==> config.mk <==
export PLATFORM = sky130hd
export DESIGN_NAME = pushbutton_conditioner
export DESIGN_NICKNAME = d
export VERILOG_FILES = /design/src/rtl/pushbutton_conditioner.sv
export SDC_FILE = /design/constraint.sdc
export NUM_CORES = 1
export LEC_CHECK = 0
export CAP_MARGIN = 25
export CELL_PAD_IN_SITES_DETAIL_PLACEMENT = 0
export CELL_PAD_IN_SITES_GLOBAL_PLACEMENT = 1
export CORE_UTILIZATION = 46
export DETAILED_ROUTE_END_ITERATION = 6
export GPL_TIMING_DRIVEN = 1
export PLACE_DENSITY_LB_ADDON = 0.2
export SETUP_SLACK_MARGIN = 0.3
export SYNTH_ARGS = -nofsm -noshare
export SYNTH_HDL_FRONTEND = slang
export SYNTH_SLANG_ARGS = --single-unit
==> constraint.sdc <==
create_clock -name clock -period 2.7 [get_ports clock]
set_input_delay 0.405 -clock clock [delete_from_list [all_inputs] [get_ports clock]]
set_output_delay 0.405 -clock clock [all_outputs]
set_load 0.03 [all_outputs]
==> src/rtl/pushbutton_conditioner.sv <==
// Pushbutton conditioner: 2-flop synchroniser feeding a debounce/hold FSM.
// Produces a debounced level, one-cycle press/release/long-press strobes and a short-press count.
module pushbutton_conditioner #(
    parameter logic ACTIVE_LEVEL      = 1'b0,
    parameter int   DEBOUNCE_CYCLES   = 1_330_000,
    parameter int   LONG_PRESS_CYCLES = 133_000_000,
    parameter int   CNT_W             = 32
) (
    input  logic       clock,
    input  logic       reset_n,
    input  logic       button_raw,
    output logic       pressed,
    output logic       press_pulse,
    output logic       release_pulse,
    output logic       long_press_pulse,
    output logic [7:0] press_count
);

    typedef enum logic [2:0] {
        IDLE,
        PRESS_QUAL,
        HELD,
        LONG_HELD,
        REL_QUAL
    } state_t;

    localparam logic [CNT_W-1:0] QMAX = CNT_W'(DEBOUNCE_CYCLES - 1);
    localparam logic [CNT_W-1:0] HMAX = CNT_W'(LONG_PRESS_CYCLES - 1);
    localparam logic [CNT_W-1:0] ONE  = CNT_W'(1);

    state_t           r_state;
    logic             r_sync1;
    logic             r_sync2;
    logic [CNT_W-1:0] r_qcnt;
    logic [CNT_W-1:0] r_hcnt;
    logic             r_long_flag;
    logic             r_pressed;
    logic             r_press_pulse;
    logic             r_release_pulse;
    logic             r_long_pulse;
    logic [7:0]       r_count;
    logic             w_act;

    assign w_act = (r_sync2 == ACTIVE_LEVEL);

    always_ff @(posedge clock) begin
        if (!reset_n) begin
            r_sync1         <= ~ACTIVE_LEVEL;
            r_sync2         <= ~ACTIVE_LEVEL;
            r_state         <= IDLE;
            r_qcnt          <= '0;
            r_hcnt          <= '0;
            r_long_flag     <= 1'b0;
            r_pressed       <= 1'b0;
            r_press_pulse   <= 1'b0;
            r_release_pulse <= 1'b0;
            r_long_pulse    <= 1'b0;
            r_count         <= 8'd0;
        end else begin
            r_sync1         <= button_raw;
            r_sync2         <= r_sync1;
            r_press_pulse   <= 1'b0;
            r_release_pulse <= 1'b0;
            r_long_pulse    <= 1'b0;
            case (r_state)
                IDLE: begin
                    if (w_act) begin
                        r_state <= PRESS_QUAL;
                        r_qcnt  <= ONE;
                    end
                end
                PRESS_QUAL: begin
                    if (!w_act) begin
                        r_state <= IDLE;
                    end else if (r_qcnt == QMAX) begin
                        r_state       <= HELD;
                        r_pressed     <= 1'b1;
                        r_press_pulse <= 1'b1;
                        r_hcnt        <= '0;
                    end else begin
                        r_qcnt <= r_qcnt + ONE;
                    end
                end
                HELD: begin
                    r_hcnt <= r_hcnt + ONE;
                    if (!w_act) begin
                        r_state <= REL_QUAL;
                        r_qcnt  <= ONE;
                    end else if (r_hcnt >= HMAX) begin
                        // >= so a hold counter frozen past the mark still fires on resume
                        r_state      <= LONG_HELD;
                        r_long_pulse <= 1'b1;
                        r_long_flag  <= 1'b1;
                    end
                end
                LONG_HELD: begin
                    if (!w_act) begin
                        r_state <= REL_QUAL;
                        r_qcnt  <= ONE;
                    end
                end
                REL_QUAL: begin
                    if (w_act) begin
                        r_state <= r_long_flag ? LONG_HELD : HELD;
                    end else if (r_qcnt == QMAX) begin
                        r_state         <= IDLE;
                        r_pressed       <= 1'b0;
                        r_release_pulse <= 1'b1;
                        r_long_flag     <= 1'b0;
                        if (!r_long_flag) begin
                            r_count <= r_count + 8'd1;
                        end
                    end else begin
                        r_qcnt <= r_qcnt + ONE;
                    end
                end
                default: r_state <= IDLE;
            endcase
        end
    end

    assign pressed          = r_pressed;
    assign press_pulse      = r_press_pulse;
    assign release_pulse    = r_release_pulse;
    assign long_press_pulse = r_long_pulse;
    assign press_count      = r_count;

endmodule

## After elaboration in Yosys (flattened, before gate mapping)

Cells that the tools add are included.

- Equal/unequal tests: 17
- Shift-type cells: 0
- Multiplexer cells: 29
- Divide/modulo/power cells: 0
- Reduce and logical (&&, ||, !) cells: 15
- Multiply operators: 0
- Bitwise operators: 4
- Add/subtract/negate cells: 3
- Magnitude comparators: 1

Operators with widths:

| kind | number |
|---|---|
| 32-bit two-way mux | 7 |
| 32-bit one-hot mux with 4 select lines | 1 |
| 32-bit by 1-bit adder with 32-bit output (second input constant) | 2 |
| 32-bit one-hot mux with 2 select lines | 1 |
| 32-bit by 21-bit == test with 1-bit output (second input constant) | 1 |
| 32-bit by 27-bit greater-or-equal comparator with 1-bit output (second input constant) | 1 |
| 3-bit two-way mux | 8 |
| 5-bit AND reduction | 4 |
| 2-bit inequality test (second input constant) | 8 |
| 3-bit one-hot mux with 5 select lines | 1 |
| 1-bit two-way mux | 9 |
| 3-bit inequality test (second input constant) | 3 |
| 8-bit by 1-bit adder with 8-bit output (second input constant) | 1 |
| 3-bit by 2-bit == test with 1-bit output (second input constant) | 2 |
| 3-bit AND reduction | 2 |
| 2-bit nonzero test | 3 |
| 3-bit OR reduction | 2 |
| 1-bit NOT | 4 |
| 1-bit one-hot mux with 2 select lines | 2 |
| 4-bit AND reduction | 1 |
| 4-bit nonzero test | 1 |
| 3-bit by 1-bit == test with 1-bit output (second input constant) | 1 |
| 3-bit == test (second input constant) | 1 |
| 3-bit logical NOT | 1 |
| other kinds (2) | 2 |

- Output and inout port bits: 12
- Bits in writable memories: 0
- Register bits: 82
- Bits in latches: 0
- Memories kept: 0
- Bits in read-only memories: 0

## Longest topological paths before layout

Gate-level depths: netlist of the first run.

- Depth after elaboration: 4
- Mapped depth: 9

## Worst setup path after synthesis of the first run

Ideal clock, no wire load.

- Path type: flip-flop to flip-flop
- Start: register r_qcnt[0]
- End: register r_hcnt[23]
- Arrival time: 2,082 ps
- Period minus slack after synthesis: 2,215 ps
- Path buffers: 1
- Stages on the path, launching flop included: 9
- Path slack: 485 ps
- Required time: 2,568 ps
- Cell sequence: dfxtp_1 ha_1 nand3_1 nand4b_1 nor4_4 o2111ai_2 clkbuf_1 o31ai_1 a21oi_1

- Longest elaborated chain between the ends: 3

RTL lines:

| what | RTL line | RTL |
|---|---|---|
| start, declared | 34 | `logic [CNT_W-1:0] r_qcnt;` |
| start signal, assigned | 81 | `r_qcnt <= r_qcnt + ONE;` |
| start signal, assigned | 114 | `r_qcnt <= r_qcnt + ONE;` |
| 32-bit by 21-bit == test with 1-bit output | 75 | `end else if (r_qcnt == QMAX) begin` |
| 2-bit inequality test (no line) | -- |  |
| 3-bit AND reduction (no line) | -- |  |
| end signal, assigned | 85 | `r_hcnt <= r_hcnt + ONE;` |
| end, declared | 35 | `logic [CNT_W-1:0] r_hcnt;` |

No other way between the ends.
A chain may end at the register's enable or synchronous reset.

## Worst setup path after layout of the first run

Ends and elaborated chain as after synthesis.

==> impl_results.md, run 1 <==
- Most common cell after layout, fill and taps aside: dfxtp_1
- Status: complete, no violations
- Leak: 1.492 nW
- Die height: 95.28 um
- Worst-Margin Slew: 0.7533 ns
- Root buffer cell: clkbuf_8
- Primary FF master, synth: dfxtp_1
- Placed cell areas: 0.004275 mm2
- Max Fanout on Critical Path: 10
- Post-synth top area cell: dfxtp_1
- Number of synthesized flops with an enable pin: 0
- Count of different cell masters after synthesis: 51
- Worst VDD drop: 0.2900 mV
- Core ar.: 0.008299 mm2
- Cell count after synthesis: 478
- Largest net degree at the start of global routing: 32
- Final WL: 8519 um
- GPL Wtd Cong: 0.8258
- Clock transition at the registers of the reported paths: 0.09 ns
- Multi-input logic area: 0.002298 mm2
- Total gr overflow: 0
- Final Max Tran Viols: 0
- Post-route setup TNS: 0 ns
- Layout cells sized above 1: 9.722%
- Antenna violations before repair: 0
- Max-slew headroom: 49.56%
- Final Hold Fails: 0
- Std cell rows: 33
- Critical path required time: 2.98 ns
- First-pass GRT wire length: 14,260 um
- Vias in the first global route: 3,081
- H-tree Lvls: 3
- Layout area overhead: 14.10%
- Die width: 95.28 um
- Max Freq: 437.4 MHz
- Skew final: 0.01672 ns
- Top post-synthesis cells by area: dfxtp_1 (41%), nor2_1 (4.9%), a21oi_1 (4.5%)
- DP Wirelength: 5679 um
- Vias after detailed routing: 3,437
- Number of I/O port buffers: 14
- Synthesized area: 0.004003 mm2
- 1st-iter DRT viols: 131
- Fin crit period: 2.286 ns
- Initial Util: 48.23%
- DR vias/cell: 5.644
- Final setup violating endpoints: 0
- GRT Resource Usage Total: 20.11%
- Later-pin clock latency in the skew report: 0.36 ns
- Worst Setup Path Type: reg2reg
- Ant diodes: 0
- Most frequent cells in the layout: dfxtp_1 (81), nor2_1 (52), nand2_1 (36), a21oi_1 (36), nand3_1 (26)
- RSZ-0062 raised after global routing: yes
- Total CTS buffers: 9
- Fin area: 0.004567 mm2
- Crit path DAT: 2.57 ns
- Top-area cell type share of the netlist area: 41.01%
- Flops & latches, synth: 82
- Register area: 0.001643 mm2
- P per Cell Area: 475.9 mW/mm2
- Post-synth ARST share: 0%
- Tcrit/Tclk final: 84.67%
- Post-DRT Antenna Nets: 0
- Hold slack: 0.4174 ns
- Syn_area_per_cell: 8.374 um2
- Nets: 505
- Crit. End Element: flip-flop
- IO Count: 15
- First drt pass iteration count: 4
- Synth Warn #: 0
- # fillers: 785
- CTS Buffer Depth: 2
- Die ar.: 0.009078 mm2
- Remaining DRCs: 0
- CTS tree: done
- Syn_nets: 484
- Startpoint type of the worst setup path: flip-flop
- WL/cell: 13.99 um
- Worst Hold Class: reg2reg
- Max-capacitance violation count: 0
- Seq/Total Area, Yosys: 41.01%
- CTS Sinks: 82
[path summary, 6_finish.rpt]
check	start	endpoint	slack, ns	cells past startpoint
max	r_qcnt[0]	r_hcnt[23]	0.41	8
min	r_sync1	r_sync2	0.42	1
max reg2reg	r_qcnt[0]	r_hcnt[23]	0.41	8
min reg2reg	r_sync1	r_sync2	0.42	1
[through the flow]
stage	utilization (%)	power [mW]	setup WS (ns)	std cells
after CTS	54.27	2.214	0.3182	604
after global routing	55.03	2.267	0.2846	609
after floorplan	-	1.283	0.4853	478
after global placement	51.52	1.302	0.1154	587
final	55.03	2.174	0.4140	609
after detailed placement	51.52	1.302	0.05445	587
[cell type report]
type,count,share of cell area [%]
tap,105,2.877
timing repair buffer,30,5.699
multi-input combinational,367,50.33
clock buffer,10,2.795
inverter,9,0.7397
sequential,82,35.97
clock inverter,6,1.589
[per-layer routing]
metal  share of wire [%]  GRT usage (%)  wire length, um
met5                   0              0                0
met4                0.89          6.439               76
met3                 3.5          5.582              297
met2                  45          31.85             3858
met1                  50          26.35             4287
[repair_timing]
item / 4_1_cts / 5_1_grt
endpoints found under the setup margin: 17 / 39
hold buffers: 0 / 0
setup buffers: 1 / 4
gates resized for setup: 3 / 4
pin swaps: 2 / 3
cloned: 0 / 1
[state kept, by name, indices dropped and copies added (netlist names)]
| name | flops |
|---|---|
| r_hcnt | 32 |
| r_qcnt | 32 |
| press_count | 8 |
| r_state | 3 |
| long_press_pulse | 1 |
| press_pulse | 1 |
| pressed | 1 |
| r_long_flag | 1 |
| r_sync1 | 1 |
| r_sync2 | 1 |
| release_pulse | 1 |
[cell usage after synthesis, types with 3 or more instances]
master and n:
ha_1 3, and2_1 17, xor2_1 15, or3_1 22, o211a_1 3, dfxtp_1 82
inv_1 9, o211ai_1 5, a211oi_1 3, or4_1 9, nand3_1 26, nand2b_1 4
nand3b_1 3, mux2i_1 4, and3_1 5, nor4b_2 3, nor3b_1 5, o21ai_0 26
nor2b_1 4, nor2_1 52, a21oi_1 36, nor3_1 8, clkbuf_1 17, nor4b_1 4
nand2_1 36, xnor2_1 20, o31ai_1 5, nand4_1 20
[cell families (layout without fill, tap and decap cells)]
family / Yosys count / after routing / synth area share (%)
AOI/OAI and AO/OA: 93 / 94 / 14.25
xor gates and xnor gates: 35 / 35 / 7.659
adders and majority gates: 3 / 3 / 0.9379
buffers and inverters: 30 / 55 / 2.876
DFF: 82 / 82 / 41.01
muxes: 4 / 4 / 1.000
and+or+nand+nor: 231 / 231 / 32.26
[power by group]
part | switching, mW | total [mW] | internal (mW)
clock network | 0.463 | 0.900 | 0.437
registers | 0.00559 | 1.22 | 1.21
logic | 0.0375 | 0.0558 | 0.0183
[worst max-delay path, stage by stage (launching register included)]
cell	delay (ns)
dfxtp_2	0.36
ha_1	0.17
nand3_1	0.15
nand4b_1	0.31
nor4_4	0.24
buf_4	0.19
o2111ai_4	0.20
or4_1	0.45
a21oi_1	0.14
(Power assumes the default switching activity.)
==> run 2: changes to the inputs <==
Settings changed: CORE_UTILIZATION 46 to 42.
Clock period 2.7 ns to 1.8 ns, I/O delays scaled along.
==> run 2 against run 1 <==
Compared with the run above: the run now ends with setup timing left; worst hold slack gained 0.0054 ns; die area grew 9.3%; highest routed layer unchanged; fmax grew 5.7%; clock skew shrank 0.0049 ns; critical endpoint is now r_hcnt[29]; first-iteration DRC count shrank 22%; via count grew 21%.
==> impl_results.md, run 2 (same netlist as run 1, synthesis figures left out) <==
- WP buf/inv: 2
- WL/cell: 15.12 um
- Vias after detailed routing: 4,156
- Final Max Tran Viols: 0
- Post-DRT Antenna Nets: 0
- RSZ-0062 raised after global routing: yes
- Internal power: 2.652 mW
- Largest net degree at the start of global routing: 24
- Tcrit/Tclk final: 120.2%
- CTS Buffer Depth: 2
- Crit path DAT: 2.45 ns
- FF-to-FF setup slack: -0.36 ns
- WL met2: 5740 um
- CP max stage cell: dfxtp_2
- Max Fanout on Critical Path: 6
- GPL Wtd Cong: 0.8297
- Clock transition at the registers of the reported paths: 0.08 ns
- Nets: 641
- Core ar.: 0.009240 mm2
- Worst VDD drop: 0.4051 mV
- CTS tree: done
- Initial Util: 43.32%
- Ant diodes: 0
- Vias in the first global route: 3,943
- Gate power share: 6.3%
- Worst Setup Path Type: reg2reg
- Root buffer cell: clkbuf_8
- Crit. End Element: flip-flop
- Place WS: -0.5108 ns
- Register area: 0.001678 mm2
- Pwr Total: 3.453 mW
- # fillers: 683
- P per Cell Area: 527.8 mW/mm2
- CP peak stage delay: 0.36 ns
- Die height: 99.62 um
- Number of I/O port buffers: 14
- Later-pin clock latency in the skew report: 0.36 ns
- Violated checks: setup timing
- Leak: 2.451 nW
- Antenna violations before repair: 0
- Total CTS buffers: 9
- Sequential group share of total power: 52.8%
- Max-capacitance violation count: 0
- Final setup violating endpoints: 70
- Final WL: 11,630 um
- Layout area overhead: 63.46%
- Final Hold Fails: 0
- Clock share of power: 40.9%
- GRT Resource Usage Total: 23.08%
- Most common cell after layout, fill and taps aside: buf_4
- Final Worst Setup Slack: -0.3634 ns
- Worst-Margin Slew: 0.4003 ns
- Die width: 99.62 um
- Switching part of the total power: 23.21%
- IO Count: 15
- Die ar.: 0.009924 mm2
- Most frequent cells in the layout: buf_4 (100), dfxtp_1 (55), buf_6 (47)
- Total gr overflow: 0
- Worst Hold Class: reg2reg
- Top delay family on crit path: simple AND/OR/NAND/NOR gates
- CTS Sinks: 82
- CP Cell Sequence: ha_4 -> nand3_4 -> nand4b_1 -> nor4_4 -> buf_4 -> o2111ai_4 -> buf_6 -> or3_4 -> a21oi_2
- 1st-iter DRT viols: 102
- H-tree Lvls: 3
- Layout cells sized above 1: 47.03%
- First-pass GRT wire length: 18,220 um
- Max-slew headroom: 73.19%
- DR WL met3: 288 um
- Fin crit period: 2.163 ns
- M1 WL: 5284 um
- Multi-input logic area: 0.002938 mm2
- Std cell rows: 35
- Startpoint type of the worst setup path: flip-flop
- Max Freq: 462.2 MHz
- DP Wirelength: 7001 um
- Skew final: 0.01180 ns
- Remaining DRCs: 0
- Critical path required time: 2.09 ns
- First drt pass iteration count: 4
- DR vias/cell: 5.404
- Top sig layer: met4
- Status: complete, but fails checks
- NetSw: 801.6 uW
## run 2: worst register-to-register path, stage by stage (launching register included)
cell	delay [ns]
dfxtp_2	0.36
ha_4	0.15
nand3_4	0.08
nand4b_1	0.26
nor4_4	0.27
buf_4	0.16
o2111ai_4	0.18
buf_6	0.20
or3_4	0.32
a21oi_2	0.12
## run 2: what timing repair did
action                     in CTS  in global routing
buffers inserted               27                 13
hold buffers                    0                  0
resized for setup             153                 74
gates cloned                    5                  0
setup endpoints to repair      92                 81
pin swaps                      88                 56
## run 2: stage by stage
step                hold WS (ns)  cell area [um2]  setup TNS, ns  utilization, %  std cells
CTS                       0.4288             6137         -10.99           66.42        756
global placement          0.3975             5114         -13.79           55.34        708
floorplan                 0.3715             4108         -6.039               -        478
finish                    0.4228             6543         -12.89           70.81        769
detailed placement        0.4042             5114         -15.01           55.34        708
global route              0.4433             6543         -18.70           70.81        769
## run 2: cell type report
type	instances	area share [%]
clock buffers	12	2.391
clock inverters	4	0.7458
inverters	9	0.5164
multi-input cells	367	44.90
flip-flops and latches	82	25.65
well taps	129	2.467
repair buffers	166	23.33
## run 2: power groups by stage
stage	clock (mW)	sequential (mW)	combinational, mW
6_report	1.41	1.82	0.219
5_1_grt	1.51	1.82	0.232
4_1_cts	1.44	1.82	0.192
3_5_place_dp	0	1.87	0.120
3_3_place_gp	0	1.86	0.118
2_1_floorplan	0	1.86	0.0678
## run 2: worst paths after layout
kind                   from          to  cells past startpoint
setup / recovery  r_qcnt[1]  r_hcnt[29]                      9
hold / removal      r_sync1     r_sync2                      1
setup reg to reg  r_qcnt[1]  r_hcnt[29]                      9
hold reg to reg     r_sync1     r_sync2                      1
## run 2: layer usage
metal  vias up  track usage, %
li1       2046               -
met4         0           9.729
met3        29           4.006
met2        63           38.51
met1      2018           29.42
met5         -               0
==> run 3: changes to the inputs <==
Settings changed: CORE_UTILIZATION 42 to 43, DONT_BUFFER_PORTS set to 1.
==> run 3 against run 2 <==
Compared with the run above: critical path type unchanged; clock power about the same; the run ends with DRC, setup timing left; die area is 2.3% lower; highest routed layer unchanged; cell count decreased by 5.7%; largest power group unchanged; sequential cell count stayed put.
==> impl_results.md, run 3 (same netlist as run 1, synthesis figures left out) <==
- Layout area overhead: 52.08%
- HP Start: button_raw
- Total gr overflow: 0
- CP Cell Sequence: nor4b_4 -> nand4_2 -> nor4_4 -> buf_6 -> o2111ai_4 -> buf_4 -> or3_1 -> a21oi_1
- Total CTS buffers: 9
- Reg2Reg Depth: 8
- Initial Util: 45.23%
- Ant diodes: 0
- Top sig layer: met4
- RSZ-0062 raised after global routing: yes
- Startpoint type of the worst setup path: flip-flop
- Max-slew headroom: 65.27%
- Max-capacitance violation count: 0
- Worst Setup Path Type: reg2reg
- Core ar.: 0.008848 mm2
- Final Max Tran Viols: 0
- Die ar.: 0.009698 mm2
- Reg-to-Reg Start: r_qcnt[17]
- H-tree Lvls: 3
- DR WL met3: 372 um
- Vias in the first global route: 3,877
- Post-route setup TNS: -14.97 ns
- IO Count: 15
- Max Fanout on Critical Path: 5
- Crit path DAT: 2.46 ns
- Violated checks: DRC, setup timing
- Die width: 98.48 um
- DR vias/cell: 5.521
- Final setup violating endpoints: 71
- Most common cell after layout, fill and taps aside: buf_4
- Root buffer cell: clkbuf_8
- Crit. End Element: flip-flop
- WL met2: 5515 um
- M1 WL: 5058 um
- Number of I/O port buffers: 0
- Skew final: 0.01290 ns
- Final WL: 11,060 um
- Hold path depth: 1
- First-pass GRT wire length: 17,810 um
- Worst VDD drop: 0.3228 mV
- Later-pin clock latency in the skew report: 0.36 ns
- CTS Buffer Depth: 2
- Post-layout util: 68.79%
- Largest net degree at the start of global routing: 25
- CP peak stage delay: 0.35 ns
- Final Hold Fails: 0
- Most frequent cells in the layout: buf_4 (113), dfxtp_1 (58), nor2_1 (47)
- Max Freq: 461.5 MHz
- Worst Hold Class: in2reg
- FF-to-FF setup slack: -0.37 ns
- Tcrit/Tclk final: 120.4%
- Std cell rows: 34
- CTS tree: done
- GRT Resource Usage Total: 22.76%
- RR Endpoint: r_hcnt[29]
- Leak: 2.254 nW
- Die height: 98.48 um
- Fin crit period: 2.167 ns
- Status: complete, but fails checks
- CTS Sinks: 82
- DP Wirelength: 6760 um
- Capture point of the worst path: r_hcnt[29]
- Remaining DRCs: 2
- Worst-Margin Slew: 0.5187 ns
- GPL Wtd Cong: 0.7566
- Critical path required time: 2.09 ns
- First drt pass iteration count: 7
- Nets: 618
- Hold slack: 0.01911 ns
- CP max stage cell: dfxtp_2
- Clock transition at the registers of the reported paths: 0.09 ns
- Critical path origin: r_qcnt[17]
- 1st-iter DRT viols: 138
- Layout cells sized above 1: 43.27%
- P per Cell Area: 559.6 mW/mm2
- WL/cell: 15.26 um
- Final Worst Setup Slack: -0.3668 ns
- Antenna violations before repair: 0
- Post-DRT Antenna Nets: 0
- Vias after detailed routing: 4,003
run 3: cell count changes in the layout (fill, tap and decap cells not counted), moves of 3 or more:
| cell | change |
|---|---|
| dlygate4sd2_1 | -10 |
| buf_12 | +3 |
| dfxtp_1 | +3 |
| nor2_1 | +13 |
| buf_6 | -26 |
| o21ai_1 | -3 |
| nor2_4 | -12 |
| nor3b_2 | +3 |
| dfxtp_2 | -3 |
| buf_4 | +13 |
run 3: repair_timing:
action,CTS,global route
buffers inserted,13,12
endpoints found under the setup margin,80,80
gates resized for setup,73,72
cloned,4,2
pin swaps,30,42
endpoints found under the hold margin,2,0
hold buffers,1,0
run 3: final cells by class:
type	count	area, um2
Clock buffer	12	155.1
Clock inverter	4	50.05
Fill cell	673	2761
Multi-Input combinational cell	367	2764
Sequential cell	82	1674
Timing Repair Buffer	143	1275
Inverter	9	33.78
Tap cell	108	135.1
run 3: report_power, final:
| part | total (mW) | internal, mW | switching [mW] |
|---|---|---|---|
| clock | 1.40 | 0.716 | 0.682 |
| sequential | 1.82 | 1.82 | 0.00516 |
| combinational | 0.187 | 0.0969 | 0.0902 |
run 3: worst max-delay path: cells and delay by family (launching register included):
kind | cells | cell delay [ns]
simple gates | 4 | 1.09
compound gates | 2 | 0.30
flops | 1 | 0.35
buf+inv | 2 | 0.35
run 3: how the worst min path moves through the flow:
stage	end	slack, ns
after floorplan	r_sync1	0.37
after detailed placement	r_sync2	0.35
after global routing	r_sync1	0.003
after CTS	r_sync1	0.01
final	r_sync1	0.02
after global placement	r_sync2	0.36
run 3: per-stage QoR:
| stage | cell area, um2 | power [mW] | std cells | setup slack, ns |
|---|---|---|---|---|
| 6_report | 6087 | 3.406 | 725 | -0.3668 |
| 2_1_floorplan | 4108 | 1.930 | 478 | -0.2593 |
| 5_1_grt | 6087 | 3.541 | 725 | -0.4620 |
| 3_5_place_dp | 4977 | 1.973 | 677 | -0.5001 |
| 4_1_cts | 5679 | 3.402 | 711 | -0.3287 |
| 3_3_place_gp | 4977 | 1.973 | 677 | -0.4305 |
run 3: layer usage:
layer	vias to the layer above	GRT usage (%)
met2	69	38.95
met4	0	7.003
li1	1989	-
met1	1935	28.76
met5	-	0
met3	10	4.894
